## src/rtl/cache_mem_arbiter_pkg.sv

```systemverilog
// Shared types and constants for the cache fill arbiter and its address generator.
// Latency: n/a (types only).
// Backpressure: n/a.
package cache_mem_pkg;

  typedef enum logic [1:0] {IDLE, ISSUE, DRAIN, DONE} arb_state_t;
  typedef enum logic {REQ_I, REQ_D} req_id_t;

  // 16-byte blocks: 4 offset bits, 8 halfword indices.
  localparam int BLOCK_OFFSET_W = 4;
  localparam int WORD_IDX_W     = 3;

endpackage

```

## src/rtl/cache_mem_arbiter_block_addr_gen.sv

```systemverilog
// Block read-address generator: latches the block base and steps through its 8 words.
// Latency: addr reflects the loaded base on the cycle after load; advances 1 word per cycle.
// Backpressure: none; advance is driven by the arbiter in every ISSUE cycle.
//
// Ports:
//   clk, rst        clock, asynchronous active-high reset
//   load            capture miss_addr's block base and restart at word 0
//   miss_addr       byte address of the missing block (offset bits ignored)
//   advance         step to the next word
//   addr            current word read address
//   last_issue      current word is the final word of the block
module block_addr_gen
  import cache_mem_pkg::*;
#(
  parameter int ADDR_W = 16
) (
  input  logic              clk,
  input  logic              rst,
  input  logic              load,
  input  logic [ADDR_W-1:0] miss_addr,
  input  logic              advance,
  output logic [ADDR_W-1:0] addr,
  output logic              last_issue
);

  logic [ADDR_W-BLOCK_OFFSET_W-1:0] base_hi;
  logic [WORD_IDX_W-1:0]            issue_cnt;

  always_ff @(posedge clk or posedge rst) begin
    if (rst) begin
      base_hi   <= '0;
      issue_cnt <= '0;
    end else if (load) begin
      base_hi   <= miss_addr[ADDR_W-1:BLOCK_OFFSET_W];
      issue_cnt <= '0;
    end else if (advance) begin
      issue_cnt <= issue_cnt + 1'b1;
    end
  end

  // Offset is formed by concatenation, so it can never carry into the upper bits.
  assign addr       = {base_hi, issue_cnt, 1'b0};
  assign last_issue = (issue_cnt == '1);

endmodule

```

## src/rtl/cache_mem_arbiter.sv

```systemverilog
// Arbitrates I/D cache block misses onto one memory port and streams 8-word fills back.
// Latency: grant + first read 1 cycle after the IDLE sample; done pulse 1 cycle after the 8th return.
// Backpressure: none; losing requester simply holds its miss until the winner's fill completes.
//
// Ports:
//   clk, rst                      clock, asynchronous active-high reset
//   i_miss/i_miss_addr            I-cache block request
//   d_miss/d_miss_addr            D-cache block request
//   i_grant/d_grant               owner of memory (one-hot or zero)
//   fill_data/fill_word           returned word and its index in the block
//   i_data_valid/d_data_valid     fill_data qualifier per requester
//   i_fill_done/d_fill_done       one-cycle block-complete pulse
//   mem_en/mem_addr               memory read request
//   mem_data/mem_data_valid       memory read return
//
// Optional: define CACHE_ARB_ROUND_ROBIN_EN to break ties toward the requester not served last;
// otherwise the D-cache always wins a tie.
module cache_mem_arbiter
  import cache_mem_pkg::*;
#(
  parameter int ADDR_W          = 16,
  parameter int DATA_W          = 16,
  parameter int WORDS_PER_BLOCK = 8
) (
  input  logic                  clk,
  input  logic                  rst,
  input  logic                  i_miss,
  input  logic [ADDR_W-1:0]     i_miss_addr,
  input  logic                  d_miss,
  input  logic [ADDR_W-1:0]     d_miss_addr,
  output logic                  i_grant,
  output logic                  d_grant,
  output logic [DATA_W-1:0]     fill_data,
  output logic [WORD_IDX_W-1:0] fill_word,
  output logic                  i_data_valid,
  output logic                  d_data_valid,
  output logic                  i_fill_done,
  output logic                  d_fill_done,
  output logic                  mem_en,
  output logic [ADDR_W-1:0]     mem_addr,
  input  logic [DATA_W-1:0]     mem_data,
  input  logic                  mem_data_valid
);

  localparam logic [WORD_IDX_W:0] RET_FULL = (WORD_IDX_W+1)'(WORDS_PER_BLOCK);

  arb_state_t            state, state_nxt;
  req_id_t               owner, winner;
  logic [WORD_IDX_W:0]   ret_cnt;
  logic                  load, advance, last_issue, accept, ret_complete;
  logic [ADDR_W-1:0]     gen_addr;

  block_addr_gen #(.ADDR_W(ADDR_W)) u_addr_gen (
    .clk        (clk),
    .rst        (rst),
    .load       (load),
    .miss_addr  ((winner == REQ_D) ? d_miss_addr : i_miss_addr),
    .advance    (advance),
    .addr       (gen_addr),
    .last_issue (last_issue)
  );

  // Returns count only while a fill is active and not yet full; strays are dropped.
  assign accept       = (state != IDLE) && mem_data_valid && (ret_cnt != RET_FULL);
  // Block is complete once all words are in, counting one arriving this cycle.
  assign ret_complete = (ret_cnt == RET_FULL) || (accept && (ret_cnt == RET_FULL - 1'b1));

`ifdef CACHE_ARB_ROUND_ROBIN_EN
  req_id_t last_owner;

  always_comb begin
    winner = d_miss ? REQ_D : REQ_I;
    if (d_miss && i_miss)
      winner = (last_owner == REQ_I) ? REQ_D : REQ_I;
  end

  always_ff @(posedge clk or posedge rst) begin
    if (rst)       last_owner <= REQ_I;
    else if (load) last_owner <= winner;
  end
`else
  assign winner = d_miss ? REQ_D : REQ_I;
`endif

  always_ff @(posedge clk or posedge rst) begin
    if (rst) begin
      state   <= IDLE;
      owner   <= REQ_I;
      ret_cnt <= '0;
    end else begin
      state <= state_nxt;
      if (load) begin
        owner   <= winner;
        ret_cnt <= '0;
      end else if (accept) begin
        ret_cnt <= ret_cnt + 1'b1;
      end
    end
  end

  always_comb begin
    state_nxt = state;
    load      = 1'b0;
    advance   = 1'b0;
    case (state)
      IDLE: begin
        if (d_miss || i_miss) begin
          load      = 1'b1;
          state_nxt = ISSUE;
        end
      end
      ISSUE: begin
        advance = 1'b1;
        if (last_issue)
          state_nxt = ret_complete ? DONE : DRAIN;
      end
      DRAIN: begin
        if (ret_complete)
          state_nxt = DONE;
      end
      DONE: state_nxt = IDLE;
      default: state_nxt = IDLE;
    endcase
  end

  always_comb begin
    i_grant      = (state != IDLE) && (owner == REQ_I);
    d_grant      = (state != IDLE) && (owner == REQ_D);
    i_data_valid = accept && (owner == REQ_I);
    d_data_valid = accept && (owner == REQ_D);
    i_fill_done  = (state == DONE) && (owner == REQ_I);
    d_fill_done  = (state == DONE) && (owner == REQ_D);
    mem_en       = (state == ISSUE);
    mem_addr     = mem_en ? gen_addr : '0;
    fill_data    = accept ? mem_data : '0;
    fill_word    = accept ? ret_cnt[WORD_IDX_W-1:0] : '0;
  end

endmodule

```

## config.mk

```make
export PLATFORM = sky130hd
export DESIGN_NAME = cache_mem_arbiter
export DESIGN_NICKNAME = d
export VERILOG_FILES = /design/src/rtl/cache_mem_arbiter_pkg.sv /design/src/rtl/cache_mem_arbiter_block_addr_gen.sv /design/src/rtl/cache_mem_arbiter.sv
export SDC_FILE = /design/constraint.sdc
export NUM_CORES = 1
export LEC_CHECK = 0
export CAP_MARGIN = 20
export CORE_ASPECT_RATIO = 0.7
export CORE_MARGIN = 2
export CORE_UTILIZATION = 39
export CTS_CLUSTER_SIZE = 16
export DETAILED_ROUTE_END_ITERATION = 8
export GPL_ROUTABILITY_DRIVEN = 0
export PLACE_DENSITY = 0.91
export SLEW_MARGIN = 20
export SYNTH_ARGS = -nofsm -noshare
export SYNTH_HDL_FRONTEND = slang
export SYNTH_SLANG_ARGS = --single-unit
```

## constraint.sdc

```tcl
create_clock -name clk -period 5.2 [get_ports clk]
set_clock_uncertainty 0.1 [all_clocks]
set_input_delay 0.52 -clock clk [delete_from_list [all_inputs] [get_ports clk]]
set_output_delay 0.52 -clock clk [all_outputs]
set_load 0.005 [all_outputs]
```

[Word level (Yosys, flattened, before mapping)]
Index checks and enable logic that the tools add are counted.
Storage, ports and cells
  register bits: 22
  word-level logic and storage cells: 51
  input port bits: 53
Cells by class
  eq/ne operators: 10
  $add $sub $neg: 2
  bitwise gates (word level): 1
  reduce and logical (&&, ||, !) cells: 16
  muxes and demuxes: 17
Operators with widths (count)
  $mux 16: 3
  $logic_and 1x1->1: 9
  $mux 3: 3
  $mux 4: 2
  $pmux 2 s4: 1
  $mux 2: 3
  $reduce_bool 2->1: 3
  $mux 1: 5
  $add 4x1->4 const B: 1
  $eq 2x2->1 const B: 2
  $eq 4x3->1 const B: 1
  $eq 4x4->1 const B: 1
  $ne 2x2->1 const B: 2
  $ne 4x4->1 const B: 1
  $add 3x1->3 const B: 1
  $eq 3x3->1 const B: 1
  $reduce_and 3->1: 1
  $eq 2x1->1 const B: 1
  $logic_not 2->1: 1
  $logic_or 1x1->1: 2
  $ne 2x1->1 const B: 1
  $not 1->1: 1

[Depth between registers and ports, before layout]
Gate-level depths: netlist of the first run.
  word-level depth: 8
  gate-level depth with buffers: 7
  mapped depth without buffers: 6

[By module]
From an unflattened synthesis of the first run, not the netlist that was laid out.
Second synthesis, totals
  cell total of the unflattened synthesis: 146
  area total of the unflattened synthesis: 1572.8 sq um
By module, submodules not included
  cache_mem_arbiter: area an instance 924.6 sq um, seq. area each 175.2 sq um, cells each 106, times used 1
  block_addr_gen: area an instance 648.1 sq um, seq. area each 375.4 sq um, cells each 40, times used 1

[Worst setup path before layout of the first run]
OpenSTA, ideal clock, no wires.
  path kind: register to output
  from: register state[0]
  to: output i_data_valid
  arrival time: 1.448 ns
  path slack: 3.132 ns
  required time: 4.580 ns
  stages on the path, launching flop included: 8
  cells stage by stage: dfrtp_1 > inv_1 > ha_1 > buf_6 > nor2b_1 > nor2b_4 > clkbuf_2 > nor2b_1
Between the ends
  word-level cells in the longest chain between the ends: 4
RTL lines
  from (decl): RTL line cache_mem_arbiter.sv:47  | arb_state_t state, state_nxt;
  from (signal assigned): RTL line cache_mem_arbiter.sv:91  | state <= state_nxt;
  $reduce_bool 2->1: RTL line cache_mem_arbiter.sv:64  | assign accept = (state != IDLE) && mem_data_valid && (ret_cnt != RET_FULL);
  $logic_and 1x1->1 (2 in a row): RTL line cache_mem_arbiter.sv:64
  $logic_and 1x1->1: RTL line cache_mem_arbiter.sv:129  | i_data_valid = accept && (owner == REQ_I);
  to (decl): RTL line cache_mem_arbiter.sv:35  | output logic i_data_valid,
No other way between the ends.

[Worst setup path after layout of the first run]
  from: register state[1]
  to: output fill_data[10]
Between the ends
  word-level cells in the longest chain between the ends: 4
RTL lines
  $reduce_bool 2->1: RTL line cache_mem_arbiter.sv:64
  $logic_and 1x1->1 (2 in a row): RTL line cache_mem_arbiter.sv:64
  $mux 16: RTL line cache_mem_arbiter.sv:135  | fill_data = accept ? mem_data : '0;
  to (decl): RTL line cache_mem_arbiter.sv:33  | output logic [DATA_W-1:0] fill_data,
No other way between the ends.

==> flow_summary_export.csv, run 1 <==
group,metric,value,unit
run_status,outcome,"complete, no violations",
global_routing,antenna_found_initial,0,
critical_path,max_stage_delay,0.53,ns
yosys,synth.top_cells.by_count,"and2_1 (36), dfrtp_1 (22), mux2i_1 (15)",
pwr,power_density,413.8,mW/mm^2
yosys,syn_inst,156,
yosys,yosys.cell_types.count,30,
cts,clkSinkCount,22,
critical_path,cp-start-kind,"register",
hold_path,hold_path.class,"register to register",
cts,root_buffer,"clkbuf_8",
critical_path,worstPathMaxFanout,23,
critical_path,worstPathCellList,"inv_1 -> ha_1 -> nor2b_1 -> nor2b_4 -> and2_1 -> clkdlybuf4s50_1",
sta,fmax,318.2,MHz
yosys,synth_nets,217,
finish,antenna_cells,0,
cts,numCtsBuffers,3,
global_routing,grt_pass1_vias,1361,
floorplan,ios,95,
yosys,async_flop_share,100.0,%
sta,worst_pin_slew,0.8182,ns
critical_path,cp_top_family,"simple AND/OR/NAND/NOR gates",
finish,fin_nets,298,
pwr,comb_power_share,56.8,%
pwr,leakagePower,1.043,nW
pwr,peakVddDrop,0.0001786,V
global_routing,overflow,0,
route,final_antenna_net_count,0,
sta,finalMaxSlewViolations,0,
critical_path,path_class,"register to primary output",
route,drt_wl_total,3572,um
cts,clockBufferDepth,2,
yosys,yosysTopAreaCellShare,37.48,%
route,drc,0,
sta,maxSlewHeadroom,45.39,%
place,dp_hpwl,2860,um
sta,fin_crit_sh,60.44,%
floorplan,fp.dieW,77.35,um
pwr,p_switching,0.0003473,W
finish,final_util,67.12,%
cts,post_cts_buffers,0,
yosys,synth_area,0.001469,mm^2
sta,setup_viol,0,
route,drtIter0Drc,35,
critical_path,r2r_slack,3.15,ns
pwr,swShare,35.13,%
yosys,synth.largest_area_cell,"dfrtp_1",
place,place.port_buffers,85,
route,firstDrtPassIters,5,
pwr,clockPowerShare,12.1,%
yosys,synth_edf_count,0,
finish,drive_gt1_share,4.661,%
yosys,yosysSeqAreaShare,37.48,%
global_routing,grt_max_degree,26,
sta,min_period,3.143,ns
yosys,synth_most_common_cell,"and2_1",
yosys,synthFlopType,"dfrtp_1",
sta,hold_viol,0,
critical_path,arrival,2.52,ns
critical_path,crit_buf_inv,2,
cts,cts_tree,"built",
pwr,p_seq_share,31.1,%
pwr,internal-power,0.0006412,W
yosys,synth_seq_cells,22,
global_routing,grt_pass1_wl,6072,um
critical_path,crit_slowest_cell,"clkdlybuf4s50_1",
job,drv_cap,0,
critical_path,end_kind,"primary output",
floorplan,dieHeight,55.35,um
global_routing,grt.total_usage,17.51,%
yosys,synth_area_leaders,"dfrtp_1 (37%), and2_1 (15%), mux2i_1 (10%)",
floorplan,die-area,0.004281,mm^2
yosys,yosys_warnings,0,
route,vias,1296,
floorplan,start_util,41.28,%
sta,rsz0062_at_grt,"no",
sta,tns,0,ns
floorplan,core,0.003558,mm^2
cts,htree_levels,1,
route,wl_per_cell,12.49,um
critical_path,required,4.58,ns
floorplan,num_rows,18,
cts,clock_latency,0.26,ns
cts,clkTransAtPathRegs,0.08,ns
cts,cts_resized,0,
cts,hold_buffers,0,
finish,syn_to_final_growth,62.61,%
yosys,synth.avg_cell_area,9.416,um^2
route,routed_via_density,4.531,
==> cell families after synthesis <==
kind of cell    count (synthesis)  share of synthesized area (%)
compound gates                 23                          10.14
xor+xnor                        2                          1.193
fa+ha+maj                       8                          6.815
buf+inv                        17                          5.623
flops                          22                          37.48
mux                            16                          11.24
other cells                     1                         0.2553
simple gates                   67                          27.26
==> worst register-to-register path: stages, from the launching register on <==
cell and delay (ns):
dfrtp_1 0.43, inv_1 0.09, ha_1 0.33, nor2b_1 0.26
nor2b_4 0.42, a21oi_1 0.13, a211oi_1 0.21
==> through the flow <==
| stage | cell area, um^2 | hold slack (ns) | setup slack [ns] | total power [W] | instances |
|---|---|---|---|---|---|
| after detailed placement | 2333 | 0.3632 | 2.196 | 0.0008763 | 282 |
| after CTS | 2389 | 0.3806 | 2.043 | 0.001001 | 286 |
| final | 2389 | 0.3734 | 2.057 | 0.0009884 | 286 |
| after global routing | 2389 | 0.4043 | 1.850 | 0.001076 | 286 |
| after global placement | 2333 | 0.3538 | 2.263 | 0.0008516 | 282 |
| after floorplan | 1469 | 0.3418 | 3.132 | 0.0006252 | 156 |
==> power by group through the flow <==
stage | Sequential, W | Combinational [W] | Clock, W
2_1_floorplan | 0.000295 | 0.000330 | 0
3_3_place_gp | 0.000305 | 0.000546 | 0
3_5_place_dp | 0.000311 | 0.000565 | 0
4_1_cts | 0.000308 | 0.000571 | 0.000123
5_1_grt | 0.000318 | 0.000629 | 0.000129
6_report | 0.000307 | 0.000561 | 0.000120
==> path summary, 6_finish.rpt <==
kind	from	end	depth (start not counted)
max	state[1]	fill_data[10]	6
min	u_addr_gen.base_hi[9]	u_addr_gen.base_hi[9]	2
max reg2reg	state[1]	ret_cnt[2]	6
min reg2reg	u_addr_gen.base_hi[9]	u_addr_gen.base_hi[9]	2
max in group asynchronous	rst	ret_cnt[0]	2
min in group asynchronous	rst	u_addr_gen.base_hi[7]	2
==> state kept, by name (all words and copies together), names as in the netlist <==
| register | cells |
|---|---|
| ret_cnt | 4 |
| owner | 1 |
| state | 2 |
| u_addr_gen.issue_cnt | 3 |
| u_addr_gen.base_hi | 12 |
==> final cells by class <==
type                            count  area, um^2
Clock buffer                        4       55.05
Fill cell                         321        1170
Inverter                            7       26.28
Multi-Input combinational cell    117       835.8
Sequential cell                    22       550.5
Tap cell                           50       62.56
Timing Repair Buffer               86       858.3
==> cell usage in the layout, fill, tap and decap left out <==
cell type        synthesis  layout
clkdlybuf4s50_1          0      85
and2_1                  36      36
dfrtp_1                 22      22
mux2i_1                 15      15
nand2_1                 13      13
o21ai_0                 11      11
ha_1                     8       8
nor2_1                   7       7
inv_1                    7       7
nor2b_1                  5       5
clkbuf_8                 0       4
o21ai_1                  3       3
xnor2_1                  2       2
a21oi_1                  2       2
a211oi_1                 2       2
a22o_1                   2       2
and3b_4                  1       1
nor2b_4                  1       1
nor4bb_4                 1       1
a211oi_4                 1       1
a21o_1                   1       1
o32ai_1                  1       1
nand4_1                  1       1
nand3_1                  1       1
nor2_2                   1       1
mux2_4                   1       1
conb_1                   1       1
buf_4                    1       1
==> per-layer routing <==
metal / vias to the layer above / track usage (%) / wire length [um]
li1: 667 / - / -
met1: 583 / 19.55 / 1465
met2: 40 / 33.66 / 1863
met3: 6 / 3.105 / 161
met4: 0 / 5.357 / 80
met5: - / 0 / 0
(Power assumes the default switching activity.)
==> run 2, diff against run 1 <==
Settings changed: CORE_UTILIZATION 39 to 33, PLACE_DENSITY 0.91 to 0.82.
Clock period 5.2 ns to 2.6 ns, I/O delays scaled along.
==> flow_summary_export.csv, run 2 (synthesized netlist as in run 1, its figures left out) <==
group,metric,value,unit
cts,hold_buffers,0,
route,drt_wl_total,3653,um
cts,clkSinkCount,22,
pwr,comb_power_share,58.1,%
cts,clockBufferDepth,2,
global_routing,grt_max_degree,23,
sta,min_period,2.441,ns
route,vias,1331,
global_routing,overflow,0,
route,firstDrtPassIters,4,
critical_path,crit_buf_inv,2,
finish,antenna_cells,0,
sta,rsz0062_at_grt,"no",
floorplan,die-area,0.005009,mm^2
place,place.port_buffers,85,
cts,clock_latency,0.25,ns
finish,fill_cells,390,
global_routing,grt.total_usage,14.22,%
route,routed_via_density,4.481,
cts,htree_levels,1,
finish,reg_top3,"u_addr_gen.base_hi (12), ret_cnt (4), u_addr_gen.issue_cnt (3)",
floorplan,num_rows,20,
place,dp_hpwl,2893,um
route,wl_per_cell,12.30,um
pwr,clockPowerShare,11.6,%
floorplan,fp.dieW,83.74,um
global_routing,grt_pass1_wl,5664,um
finish,most-common-layout-cells,"clkdlybuf4s50_1 (85), and2_1 (36), dfrtp_1 (22), mux2i_1 (15), nand2_1 (13)",
finish,syn_to_final_growth,67.72,%
critical_path,required,2.24,ns
critical_path,cp_top_family,"buffers and inverters",
critical_path,crit_slowest_cell,"clkdlybuf4s50_1",
cts,cts_tree,"built",
sta,worst_pin_slew,0.8083,ns
finish,regArea,550.5,um^2
finish,fin_nets,304,
cts,clkTransAtPathRegs,0.07,ns
critical_path,arrival,2.08,ns
critical_path,path_class,"register to primary output",
cts,root_buffer,"clkbuf_8",
sta,fin_crit_sh,93.88,%
floorplan,dieHeight,59.82,um
finish,layout_commonest_cell,"clkdlybuf4s50_1",
hold_path,hold_path.class,"primary input to asynchronous set/reset pin",
sta,fmax,409.7,MHz
finish,drive_gt1_share,7.851,%
floorplan,core,0.004304,mm^2
critical_path,end_kind,"primary output",
critical_path,worstPathCellList,"inv_1 -> ha_1 -> nor2b_4 -> nor2b_4 -> and2_1 -> clkdlybuf4s50_1",
sta,tns,0,ns
finish,post-route-cell-area,0.002464,mm^2
sta,maxSlewHeadroom,46.06,%
job,drv_cap,0,
global_routing,grt_pass1_vias,1236,
floorplan,start_util,34.13,%
finish,multi_input_area,874.6,um^2
pwr,p_seq_share,30.3,%
global_routing,antenna_found_initial,0,
finish,top_register,"u_addr_gen.base_hi",
floorplan,ios,95,
cts,numCtsBuffers,3,
critical_path,cp-start-kind,"register",
critical_path,worstPathMaxFanout,6,
run_status,outcome,"complete, no violations",
sta,finalMaxSlewViolations,0,
pwr,peakVddDrop,0.0003282,V
pwr,swShare,34.54,%
place,dpl_cell_area,0.002366,mm^2
critical_path,worst_path_most_repeated_cell,"nor2b_4",
sta,hold_viol,0,
sta,setup_viol,0,
route,final_antenna_net_count,0,
pwr,internal-power,0.001328,W
finish,largest_reg_flops,12,
route,drtIter0Drc,67,
pwr,leakagePower,1.084,nW
critical_path,max_stage_delay,0.52,ns
route,drc,0,
pwr,power_density,823.3,mW/mm^2
pwr,p_switching,0.0007006,W
[run 2: area by class of cell]
class	instances	area share, %
clock buffers	4	2.235
inverters	7	1.067
multi-input cells	119	35.50
flip-flops and latches	22	22.35
well taps	55	2.793
repair buffers	90	36.06
[run 2: metrics by stage]
step | power, W | hold slack [ns] | setup slack, ns | cells | util [%]
after floorplan | 0.001250 | 0.1492 | 0.7896 | 156 | -
after global placement | 0.001739 | 0.3545 | 0.1848 | 290 | 54.97
after detailed placement | 0.001775 | 0.3626 | 0.09924 | 290 | 54.97
after CTS | 0.002047 | 0.3797 | 0.08725 | 297 | 57.01
after global routing | 0.002205 | 0.4002 | 0.03226 | 297 | 57.24
final | 0.002028 | 0.3573 | 0.1590 | 297 | 57.24
[run 2: path summary, 6_finish.rpt]
path | startpoint | slack, ns | to | cells past startpoint
max | state[1] | 0.16 | fill_data[15] | 6
min | rst | 0.36 | u_addr_gen.base_hi[1] | 2
max reg2reg | state[1] | 0.60 | state[1] | 7
min reg2reg | u_addr_gen.base_hi[1] | 0.38 | u_addr_gen.base_hi[1] | 2
max in group asynchronous | rst | 1.54 | ret_cnt[0] | 2
min in group clk | u_addr_gen.base_hi[1] | 0.38 | u_addr_gen.base_hi[1] | 2
[run 2: worst register-to-register path, stage by stage, from the launching register on]
cell and delay (ns):
dfrtp_1 0.42, inv_1 0.08, ha_1 0.23, buf_4 0.18, nor4bb_4 0.34, a211oi_4 0.12, nor2_2 0.11, mux2_4 0.30
[run 2: timing repair]
action,4_1_cts,5_1_grt
setup endpoints to repair,20,17
buffers inserted,1,0
resized for setup,2,2
gates cloned,2,0
[run 2: metal layers]
layer | wire length, um | up-vias | track usage (%)
li1 | - | 681 | -
met1 | 1615 | 605 | 17.73
met2 | 1799 | 43 | 25.60
met3 | 226 | 2 | 4.282
met4 | 12 | 0 | 1.613
met5 | 0 | - | 0
[run 2: power by group through the flow]
| stage | sequential, W | clock, W | combinational, W |
|---|---|---|---|
| 4_1_cts | 0.000613 | 0.000246 | 0.00119 |
| 5_1_grt | 0.000633 | 0.000264 | 0.00131 |
| 6_report | 0.000614 | 0.000236 | 0.00118 |
| 3_3_place_gp | 0.000616 | 0 | 0.00112 |
| 3_5_place_dp | 0.000620 | 0 | 0.00116 |
| 2_1_floorplan | 0.000590 | 0 | 0.000660 |
==> run 3, diff against run 2 <==
Settings changed: CORE_ASPECT_RATIO 0.7 to 1.4, MAX_ROUTING_LAYER set to met4.
==> flow_summary_export.csv, run 3 (synthesized netlist as in run 1, its figures left out) <==
group,metric,value,unit
global_routing,overflow,0,
cts,clockBufferDepth,2,
run_status,outcome,"complete, no violations",
global_routing,grt_pass1_wl,5623,um
job,drv_cap,0,
finish,syn_to_final_growth,67.29,%
pwr,leakagePower,1.082,nW
critical_path,crit_slowest_cell,"clkdlybuf4s50_1",
finish,layout_commonest_cell,"clkdlybuf4s50_1",
route,vias,1350,
sta,maxSlewHeadroom,42.16,%
sta,tns,0,ns
finish,drive_gt1_share,8.197,%
critical_path,arrival,2.07,ns
cts,numCtsBuffers,3,
critical_path,crit_buf_inv,3,
route,final_antenna_net_count,0,
finish,final_cell_count_no_fill,304,
floorplan,core,0.004239,mm^2
pwr,power_density,812.1,mW/mm^2
cts,clock_latency,0.25,ns
route,wl_per_cell,11.13,um
route,drc,0,
route,routed_via_density,4.441,
critical_path,r2r_slack,0.59,ns
cts,cts_tree,"built",
sta,setup_viol,0,
sta,fmax,411.6,MHz
place,dpl_cell_area,0.002391,mm^2
route,drt_wl_total,3385,um
finish,reg_top3,"u_addr_gen.base_hi (12), ret_cnt (4), u_addr_gen.issue_cnt (3)",
hold_path,hold_path.class,"register to register",
critical_path,worstPathMaxFanout,12,
critical_path,end_kind,"primary output",
place,place_inst,298,
place,dp_hpwl,2691,um
floorplan,die-area,0.005008,mm^2
sta,worst_pin_slew,0.8666,ns
sta,hold_viol,0,
critical_path,required,2.24,ns
finish,most-common-layout-cells,"clkdlybuf4s50_1 (85), and2_1 (36), dfrtp_1 (22), mux2i_1 (15), nand2_1 (13)",
finish,antenna_cells,0,
critical_path,cp-start-kind,"register",
global_routing,grt.total_usage,14.52,%
critical_path,cp_top_family,"buffers and inverters",
critical_path,worstPathCellList,"inv_1 -> ha_1 -> nor2b_2 -> nor2b_4 -> buf_4 -> and2_1 -> clkdlybuf4s50_1",
floorplan,fp.dieW,60.39,um
cts,htree_levels,1,
pwr,power.total,0.001996,W
sta,rsz0062_at_grt,"no",
global_routing,antenna_found_initial,0,
floorplan,dieHeight,82.94,um
cts,root_buffer,"clkbuf_8",
sta,finalMaxSlewViolations,0,
global_routing,grt_max_degree,26,
route,drtIter0Drc,18,
finish,final_util,57.97,%
cts,clkSinkCount,22,
finish,regArea,550.5,um^2
finish,fill_cells,399,
pwr,peakVddDrop,0.0004036,V
place,place.port_buffers,85,
sta,min_period,2.430,ns
route,firstDrtPassIters,4,
critical_path,path_class,"register to primary output",
finish,top_register,"u_addr_gen.base_hi",
finish,fin_nets,307,
finish,largest_reg_flops,12,
finish,multi_input_area,838.3,um^2
cts,clkTransAtPathRegs,0.07,ns
finish,post-route-cell-area,0.002457,mm^2
sta,fin_crit_sh,93.45,%
floorplan,ios,95,
critical_path,max_stage_delay,0.50,ns
global_routing,grt_pass1_vias,1324,
floorplan,num_rows,28,
floorplan,start_util,34.65,%
## run 3: stage by stage
| step | hold slack [ns] | setup slack [ns] |
|---|---|---|
| after floorplan | 0.1492 | 0.7896 |
| after global placement | 0.3525 | 0.3111 |
| after detailed placement | 0.3622 | 0.3305 |
| after CTS | 0.3799 | 0.07875 |
| after global routing | 0.4041 | 0.006666 |
| final | 0.3731 | 0.1703 |
## run 3: final timing paths
check / startpoint / end / cells past startpoint
setup / recovery: state[0] / fill_word[0] / 7
hold reg to reg: u_addr_gen.base_hi[7] / u_addr_gen.base_hi[7] / 2
setup reg to reg: state[0] / state[1] / 6
max in group asynchronous: rst / u_addr_gen.base_hi[8] / 2
hold / removal: u_addr_gen.base_hi[7] / u_addr_gen.base_hi[7] / 2
min in group asynchronous: rst / u_addr_gen.base_hi[6] / 2
## run 3: metal layers
layer / track usage [%] / vias to the layer above / share of wire, %
met5: - / - / 0
met3: 4.673 / 4 / 14
met4: 4.242 / 0 / 1.6
li1: - / 684 / -
met2: 24.21 / 73 / 48
met1: 16.11 / 589 / 37
## run 3: power by group
group	switching [W]	internal (W)
registers	0.000105	0.000502
logic	0.000478	0.000709
clock network	0.0000984	0.000103
total	0.000682	0.00131
## run 3: worst register-to-register path, delay by kind of cell, from the launching register on
| family | cells | cell delay (ns) |
|---|---|---|
| multiplexers | 1 | 0.30 |
| adder cells (fa/ha/maj) | 1 | 0.38 |
| AO/OA/AOI/OAI | 1 | 0.24 |
| flip-flops | 1 | 0.40 |
| buffers and inverters | 2 | 0.37 |
| AND/OR/NAND/NOR | 1 | 0.13 |
## run 3: timing repair
action                     4_1_cts  5_1_grt
setup buffers                    0        3
resized for setup                0        1
hold buffers                     0        0
setup endpoints to repair        0       20
## run 3: cell type report
type                       instances  share of cell area, %
clock buffer                       3                  1.680
inverter                           7                  1.069
multi-input combinational        117                  34.11
sequential                        22                  22.40
tap                               60                  3.055
timing repair buffer              95                  37.68
